`config.mk`:
```
export PLATFORM = sky130hd
export DESIGN_NAME = dfersb_bank_flat
export DESIGN_NICKNAME = d
export VERILOG_FILES = /design/src/rtl/dfersb_bank_if.sv /design/src/rtl/dfersb_bank.sv /design/src/flat_wrapper.sv
export SDC_FILE = /design/constraint.sdc
export NUM_CORES = 1
export LEC_CHECK = 0
export ABC_AREA = 1
export ABC_CLOCK_PERIOD_IN_PS = 1900
export BUFFER_PORTS_ARGS = -buffer_cell sky130_fd_sc_hd__buf_2
export CAP_MARGIN = 20
export CORE_MARGIN = 5
export CORE_UTILIZATION = 45
export DETAILED_ROUTE_END_ITERATION = 8
export HOLD_SLACK_MARGIN = 0.05
export PLACE_DENSITY = 0.7
export SLEW_MARGIN = 20
export SYNTH_ARGS = -nofsm -noshare
export SYNTH_HDL_FRONTEND = slang
export SYNTH_SLANG_ARGS = --single-unit
```
`constraint.sdc`:
```
create_clock -name CK -period 1.9 [get_ports CK]
set_input_delay 0.57 -clock CK [delete_from_list [all_inputs] [get_ports CK]]
set_output_delay 0.57 -clock CK [all_outputs]
set_load 0.03 [all_outputs]
```
`src/rtl/dfersb_bank_if.sv`:
```
// dfersb_bank_if: control, data and status bundle for the dfersb_bank register pipeline.
// The master side drives set, enable, mode and data. The slave side (the bank) returns
// Q, QB, SO, VLD and CONF_CNT.
interface dfersb_bank_if #(
    parameter int unsigned WIDTH = 8,
    parameter int unsigned CNT_W = 8
);
    logic             SB;
    logic             EB;
    logic [1:0]       MODE;
    logic [WIDTH-1:0] D;
    logic             SI;
    logic [WIDTH-1:0] Q;
    logic [WIDTH-1:0] QB;
    logic             SO;
    logic             VLD;
    logic [CNT_W-1:0] CONF_CNT;

    modport master (
        output SB, EB, MODE, D, SI,
        input  Q, QB, SO, VLD, CONF_CNT
    );

    modport slave (
        input  SB, EB, MODE, D, SI,
        output Q, QB, SO, VLD, CONF_CNT
    );
endinterface

```
`src/rtl/dfersb_bank.sv`:
```
// dfersb_bank: WIDTH-bit, DEPTH-stage register pipeline.
// - Active-low enable (EB) and synchronous active-low reset (RB) and set (SB).
// - Tracks a valid bit for each stage.
// - Modes: LOAD, HOLD, SHIFT (serial) and RECIRC.
// - Keeps a registered set/reset conflict flag that forces QB to zero.
// Optional feature: define DFERSB_BANK_CONFLICT_CNT_EN to add a saturating counter of
// edges where RB and SB are both low. Without it, CONF_CNT is tied to zero.
module dfersb_bank #(
    parameter int unsigned WIDTH = 8,
    parameter int unsigned DEPTH = 4,
    parameter int unsigned CNT_W = 8
) (
    input  logic               CK,
    input  logic               RB,
    dfersb_bank_if.slave       bus
);
    localparam int unsigned ChainW = DEPTH * WIDTH;

    localparam logic [1:0] ModeLoad   = 2'b00;
    localparam logic [1:0] ModeHold   = 2'b01;
    localparam logic [1:0] ModeShift  = 2'b10;
    localparam logic [1:0] ModeRecirc = 2'b11;

    logic [WIDTH-1:0]  r_stage [DEPTH];
    logic [DEPTH-1:0]  r_vld;
    logic              r_conf;
    logic [ChainW-1:0] w_chain;
    logic [ChainW-1:0] w_shifted;

    // Flatten the stages into one chain (stage 0 is the low end) and shift it left by one.
    always_comb begin
        w_chain = '0;
        for (int i = 0; i < DEPTH; i++) begin
            w_chain[i*WIDTH +: WIDTH] = r_stage[i];
        end
        w_shifted = {w_chain[ChainW-2:0], bus.SI};
    end

    // Stage, valid and conflict update. Priority is RB, then SB, then EB, then MODE.
    always_ff @(posedge CK) begin
        if (!RB) begin
            for (int i = 0; i < DEPTH; i++) r_stage[i] <= '0;
            r_vld  <= '0;
            r_conf <= ~bus.SB;
        end else if (!bus.SB) begin
            for (int i = 0; i < DEPTH; i++) r_stage[i] <= '1;
            r_vld  <= '1;
            r_conf <= 1'b0;
        end else if (!bus.EB) begin
            unique case (bus.MODE)
                ModeLoad, ModeRecirc: begin
                    for (int i = 1; i < DEPTH; i++) begin
                        r_stage[i] <= r_stage[i-1];
                        r_vld[i]   <= r_vld[i-1];
                    end
                    if (bus.MODE == ModeLoad) begin
                        r_stage[0] <= bus.D;
                        r_vld[0]   <= 1'b1;
                    end else begin
                        r_stage[0] <= r_stage[DEPTH-1];
                        r_vld[0]   <= r_vld[DEPTH-1];
                    end
                end
                ModeShift: begin
                    for (int i = 0; i < DEPTH; i++) begin
                        r_stage[i] <= w_shifted[i*WIDTH +: WIDTH];
                    end
                end
                ModeHold: ;
                default: ;
            endcase
        end
    end

`ifdef DFERSB_BANK_CONFLICT_CNT_EN
    logic [CNT_W-1:0] r_cnt;

    // Count edges where RB and SB are both low, saturating. Only an edge with RB low alone clears it.
    always_ff @(posedge CK) begin
        if (!RB && !bus.SB) begin
            if (r_cnt != {CNT_W{1'b1}}) r_cnt <= r_cnt + CNT_W'(1);
        end else if (!RB) begin
            r_cnt <= '0;
        end
    end

    assign bus.CONF_CNT = r_cnt;
`else
    assign bus.CONF_CNT = {CNT_W{1'b0}};
`endif

    assign bus.Q   = r_stage[DEPTH-1];
    assign bus.QB  = r_conf ? '0 : ~r_stage[DEPTH-1];
    assign bus.SO  = r_stage[DEPTH-1][WIDTH-1];
    assign bus.VLD = r_vld[DEPTH-1];
endmodule

```
`src/flat_wrapper.sv`:
```
// flat-port wrapper written by rule: the top's interface ports become plain ports
module dfersb_bank_flat 
#(
    parameter int unsigned WIDTH = 8,
    parameter int unsigned DEPTH = 4,
    parameter int unsigned CNT_W = 8
)
  (CK, RB, bus_SB, bus_EB, bus_MODE, bus_D, bus_SI, bus_Q, bus_QB, bus_SO, bus_VLD, bus_CONF_CNT);
  dfersb_bank_if #(.WIDTH(WIDTH), .CNT_W(CNT_W)) bus_i ();
  input  logic CK;
  input  logic RB;
  input wire logic [$bits(bus_i.SB)-1:0] bus_SB;
  input wire logic [$bits(bus_i.EB)-1:0] bus_EB;
  input wire logic [$bits(bus_i.MODE)-1:0] bus_MODE;
  input wire logic [$bits(bus_i.D)-1:0] bus_D;
  input wire logic [$bits(bus_i.SI)-1:0] bus_SI;
  output wire logic [$bits(bus_i.Q)-1:0] bus_Q;
  output wire logic [$bits(bus_i.QB)-1:0] bus_QB;
  output wire logic [$bits(bus_i.SO)-1:0] bus_SO;
  output wire logic [$bits(bus_i.VLD)-1:0] bus_VLD;
  output wire logic [$bits(bus_i.CONF_CNT)-1:0] bus_CONF_CNT;
  assign bus_i.SB = bus_SB;
  assign bus_i.EB = bus_EB;
  assign bus_i.MODE = bus_MODE;
  assign bus_i.D = bus_D;
  assign bus_i.SI = bus_SI;
  assign bus_Q = bus_i.Q;
  assign bus_QB = bus_i.QB;
  assign bus_SO = bus_i.SO;
  assign bus_VLD = bus_i.VLD;
  assign bus_CONF_CNT = bus_i.CONF_CNT;
  dfersb_bank #(.WIDTH(WIDTH), .DEPTH(DEPTH), .CNT_W(CNT_W)) u_core (.CK(CK), .RB(RB), .bus(bus_i));
endmodule
```
==> flow_metrics.env, run 1 <==
export IMPL_status="finished clean"
export IMPL_finalSetupViolCount=0
export IMPL_clkPwrFrac=0.268
export IMPL_syn_inst=237
export IMPL_grt_antenna_before_repair=0
export IMPL_io_pins=41
export IMPL_wl_per_cell_um=13.5
export IMPL_ys_types=24
export IMPL_most_common_layout_cells="51 x nand2_1, 43 x nand3_1, 33 x nor2_1, 33 x edfxtp_1, 32 x buf_2"
export IMPL_cts_max_level=2
export IMPL_vias_per_cell=5.08
export IMPL_p_sw_mw=0.583
export IMPL_critical_path_top_delay_family="flip-flops"
export IMPL_n_fill_cell=415
export IMPL_final_antenna_net_count=0
export IMPL_holdWs_ns=0.481
export IMPL_post_route_drc_count=0
export IMPL_yosysWarnings=0
export IMPL_dp_cells=328
export IMPL_antennaDiodeCount=0
export IMPL_die_x_um=78.0
export IMPL_max_freq_mhz=592
export IMPL_critPathMaxStageDelay_ns=0.50
export IMPL_hold_buffers=0
export IMPL_vdd_drop_max_mv=0.387
export IMPL_cap_violations=0
export IMPL_dpl_cell_area_um2=2380
export IMPL_final_common_cell="nand2_1"
export IMPL_hold_viol_final=0
export IMPL_p_leak_nw=1.18
export IMPL_p_seq_frac=0.541
export IMPL_drt_total_wl_um=4530
export IMPL_slowest_stage="edfxtp_1"
export IMPL_rsz0062_at_grt="no"
export IMPL_fp_coreArea_um2=4410
export IMPL_cp_max_fo=8
export IMPL_power_share_switching=0.300
export IMPL_grt_overflow_total=0
export IMPL_crit_type="flip-flop to output port"
export IMPL_clkLatencyLatePin_ns=0.29
export IMPL_chipHeight_um=78.0
export IMPL_fin_skew_ns=0.00502
export IMPL_clk_pin_slew_ns=0.07
export IMPL_combPwrFrac=0.190
export IMPL_nets=302
export IMPL_drt_iter0_drc=108
export IMPL_initial_core_util=0.472
export IMPL_post_cts_buffers=0
export IMPL_start_kind="flip-flop"
export IMPL_cts_resized=0
export IMPL_ys_seq_area_frac=0.514
export IMPL_clk_path_buf_depth=2
export IMPL_crit_path_cell_trace="nor2_1 > buf_2"
export IMPL_port_buffers=32
export IMPL_grt_pass1_vias=1588
export IMPL_finalPower_mw=1.94
export IMPL_postLayoutCoreUtil=0.558
export IMPL_final_cells=336
export IMPL_arrival_ns=1.12
export IMPL_vias=1706
export IMPL_p_int_mw=1.36
export IMPL_critical_path_required_ns=1.33
export IMPL_synth_seq_cells=37
export IMPL_std_cell_rows=24
export IMPL_cts_tree="done"
export IMPL_cts_buffers=5
export IMPL_hold_class="flip-flop to flip-flop"
export IMPL_cts_root_buffer="clkbuf_8"
export IMPL_maxSlewViolCount=0
export IMPL_synthToLayoutAreaGrowth_pct=18.3
export IMPL_endpoint_kind="output port"
export IMPL_grt_max_degree=17
export IMPL_syn_area_per_cell_um2=8.78
export IMPL_grt_pass1_wl_um=7510
export IMPL_place_ws_ns=-0.0258
export IMPL_die_area_um2=6090
export IMPL_p_per_area_nw_per_um2=789
export IMPL_setup_tns_ns=0
export IMPL_drive_above_1_share=0.246
export IMPL_gp_congestion=0.814
export IMPL_grt_util_all_layers=0.153
export IMPL_cts_sinks=37
export IMPL_firstDrtPassIters=4
export IMPL_synth_area_um2=2080
export IMPL_crit_buf_inv=1
export IMPL_period_needed_ns=1.69
export IMPL_layout_worst_path_cycle_share=0.889
export IMPL_fin_area_um2=2460
export IMPL_fin_ws_ns=0.211
export IMPL_hpwlAfterDp_um=3560
==> worst paths after layout <==
kind / depth (start not counted) / start / to / slack, ns
min reg2reg: 2 / u_core.r_vld[1] / u_core.r_vld[1] / 0.48
min: 2 / u_core.r_vld[1] / u_core.r_vld[1] / 0.48
max: 2 / u_core.r_conf / bus_QB[6] / 0.21
max reg2reg: 4 / u_core.r_stage[3][0] / u_core.r_stage[0][0] / 0.81
==> worst min-delay path: stages, from the launching register on <==
cell and delay [ns]:
dfxtp_1 0.32, nor2_1 0.04, nor2_1 0.08
==> layout make-up <==
class,instances,area (um2),area share
clock buffer,5,68.8,0.0279
clock inverter,3,12.5,0.00508
inverter,18,72.6,0.0295
multi-input combinational,172,835,0.339
sequential,37,1070,0.435
tap,52,65.1,0.0264
timing repair buffer,49,338,0.137
==> synth_stat cells <==
master	number	area, um2
dfxtp_1	4	80.1
buf_2	2	10.0
nand2_4	4	45.0
clkinv_2	2	10.0
nand3_1	43	215
nand2_1	51	191
buf_4	11	82.6
o21ai_0	5	25.0
nand2_2	1	6.26
inv_2	2	7.51
conb_1	1	3.75
buf_6	3	33.8
nand4_1	1	6.26
nor2_8	1	20.0
nor3_1	1	5.00
nor2_2	3	18.8
a21oi_1	16	80.1
nand3_4	1	17.5
inv_4	1	6.26
ha_1	4	50.1
inv_1	13	48.8
clkbuf_1	1	3.75
nor2_1	33	124
edfxtp_1	33	991
==> per-layer routing <==
layer	share of wire	GRT usage	vias to the layer above	routed length, um
met4	0.0086	0.0456	0	39
met3	0.086	0.0355	7	391
li1	-	-	864	-
met2	0.44	0.239	52	1990
met5	0	0	-	0
met1	0.47	0.211	783	2110
==> registers in the layout (all words and copies together) (netlist names) <==
| signal | flops |
|---|---|
| u_core.r_vld | 4 |
| u_core.r_conf | 1 |
| u_core.r_stage | 32 |
==> power groups by stage <==
stage          Clock, mW  Sequential [mW]  Combinational (mW)
2_1_floorplan          0             1.09               0.229
3_3_place_gp           0             1.07               0.367
3_5_place_dp           0             1.07               0.371
4_1_cts            0.523             1.05               0.372
5_1_grt            0.563             1.07               0.402
6_report           0.521             1.05               0.370
==> cell families after synthesis <==
family / synth area share
AO/OA/AOI/OAI: 0.0505
flip-flops: 0.514
other: 0.00180
buffers and inverters: 0.0974
AND/OR/NAND/NOR: 0.312
adder cells (fa/ha/maj): 0.0240
(Power assumes the default switching activity.)
==> run 2: changes to the inputs <==
Settings changed: CORE_ASPECT_RATIO set to 0.9, PLACE_DENSITY 0.7 to 0.68.
==> flow_metrics.env, run 2 (same netlist as run 1, synthesis figures left out) <==
export IMPL_final_cells=346
export IMPL_critPathMaxStageDelay_ns=0.50
export IMPL_max_freq_mhz=593
export IMPL_cts_buffers=5
export IMPL_hpwlAfterDp_um=3450
export IMPL_post_cts_buffers=0
export IMPL_status="finished clean"
export IMPL_postLayoutCoreUtil=0.560
export IMPL_most_common_layout_cells="51 x nand2_1, 43 x nand3_1, 33 x nor2_1, 33 x edfxtp_1, 32 x buf_2"
export IMPL_final_antenna_net_count=0
export IMPL_grt_pass1_wl_um=6960
export IMPL_holdWs_ns=0.485
export IMPL_combPwrFrac=0.193
export IMPL_r2r_start="u_core.r_stage[3][1]"
export IMPL_post_route_drc_count=0
export IMPL_firstDrtPassIters=4
export IMPL_largest_reg_flops=32
export IMPL_p_sw_mw=0.567
export IMPL_wl_per_cell_um=12.6
export IMPL_cap_violations=0
export IMPL_grt_max_degree=17
export IMPL_rr_worst_depth=4
export IMPL_clkLatencyLatePin_ns=0.28
export IMPL_endpoint="bus_QB[6]"
export IMPL_nets=302
export IMPL_fp_coreArea_um2=4460
export IMPL_grt_pass1_vias=1509
export IMPL_clk_pin_slew_ns=0.07
export IMPL_hold_viol_final=0
export IMPL_crit_start="u_core.r_conf"
export IMPL_initial_core_util=0.467
export IMPL_top_register="u_core.r_stage"
export IMPL_vdd_drop_max_mv=0.492
export IMPL_port_buffers=32
export IMPL_power_share_switching=0.294
export IMPL_start_kind="flip-flop"
export IMPL_drt_total_wl_um=4360
export IMPL_cts_resized=0
export IMPL_die_area_um2=6090
export IMPL_rsz0062_at_grt="no"
export IMPL_synthToLayoutAreaGrowth_pct=20.1
export IMPL_std_cell_rows=23
export IMPL_cts_tree="done"
export IMPL_final_common_cell="nand2_1"
export IMPL_cts_root_buffer="clkbuf_8"
export IMPL_grt_overflow_total=0
export IMPL_slowest_stage="edfxtp_1"
export IMPL_path_depth=2
export IMPL_p_per_area_nw_per_um2=772
export IMPL_p_leak_nw=1.19
export IMPL_cp_max_fo=8
export IMPL_critical_path_required_ns=1.33
export IMPL_p_int_mw=1.36
export IMPL_rr_endpoint="u_core.r_stage[0][1]"
export IMPL_critical_path_top_delay_family="flip-flops"
export IMPL_place_ws_ns=-0.0713
export IMPL_drt_iter0_drc=108
export IMPL_fin_ws_ns=0.213
export IMPL_die_x_um=81.7
export IMPL_largestRegisters="u_core.r_stage x32, u_core.r_vld x4, u_core.r_conf x1"
export IMPL_cts_max_level=2
export IMPL_clk_path_buf_depth=2
export IMPL_crit_buf_inv=1
export IMPL_crit_path_cell_trace="nor2_1 > buf_2"
export IMPL_arrival_ns=1.12
export IMPL_fin_skew_ns=0.00454
export IMPL_dp_cells=338
export IMPL_vias_per_cell=4.81
export IMPL_io_pins=41
export IMPL_finalSetupViolCount=0
export IMPL_drive_above_1_share=0.246
export IMPL_hold_class="flip-flop to flip-flop"
export IMPL_gp_congestion=0.861
export IMPL_grt_antenna_before_repair=0
export IMPL_p_seq_frac=0.545
export IMPL_clkPwrFrac=0.262
export IMPL_r2r_slack_ns=0.83
export IMPL_cts_sinks=37
export IMPL_antennaDiodeCount=0
export IMPL_vias=1665
export IMPL_grt_util_all_layers=0.154
export IMPL_period_needed_ns=1.69
export IMPL_chipHeight_um=74.5
export IMPL_layout_worst_path_cycle_share=0.888
export IMPL_hold_buffers=0
export IMPL_endpoint_kind="output port"
export IMPL_maxSlewViolCount=0
export IMPL_crit_type="flip-flop to output port"
-- run 2: routing by layer --
layer  up-vias  GRT usage  share of wire
met1       734      0.219           0.48
met5         -          0              0
li1        864          -              -
met3         5     0.0363          0.085
met2        62      0.231           0.43
met4         0     0.0554         0.0066
-- run 2: worst min-delay path by stage --
stage          cells past startpoint               to             from  slack, ns
2_1_floorplan                      2  u_core.r_vld[1]  u_core.r_vld[1]       0.45
3_3_place_gp                       2  u_core.r_vld[2]  u_core.r_vld[2]       0.46
3_5_place_dp                       2  u_core.r_vld[1]  u_core.r_vld[1]       0.47
4_1_cts                            2  u_core.r_vld[1]  u_core.r_vld[1]       0.48
5_1_grt                            2  u_core.r_vld[1]  u_core.r_vld[1]       0.52
6_report                           2  u_core.r_vld[1]  u_core.r_vld[1]       0.48
-- run 2: metrics by stage --
stage	instance area (um2)	total power, mW	setup TNS (ns)
floorplan	2110	1.31	0
global route	2500	2.03	0
detailed placement	2420	1.44	-1.98
CTS	2500	1.95	0
global placement	2420	1.44	-0.749
finish	2500	1.93	0
-- run 2: worst reg2reg max path, delay by kind of cell, from the launching register on --
family	cells	cell delay [ns]
flip-flops	1	0.46
AND/OR/NAND/NOR	4	0.38
-- run 2: cell type report --
cell class,count,area (um2)
fill,416,1960
sequential,37,1070
multi-input combinational,172,835
timing repair buffer,49,363
tap,62,77.6
inverter,18,72.6
clock buffer,5,68.8
clock inverter,3,12.5
-- run 2: power by group through the flow --
stage / clock, mW / sequential (mW) / combinational, mW
3_5_place_dp: 0 / 1.07 / 0.373
5_1_grt: 0.555 / 1.06 / 0.407
2_1_floorplan: 0 / 1.09 / 0.229
6_report: 0.506 / 1.05 / 0.372
3_3_place_gp: 0 / 1.07 / 0.371
4_1_cts: 0.519 / 1.05 / 0.374
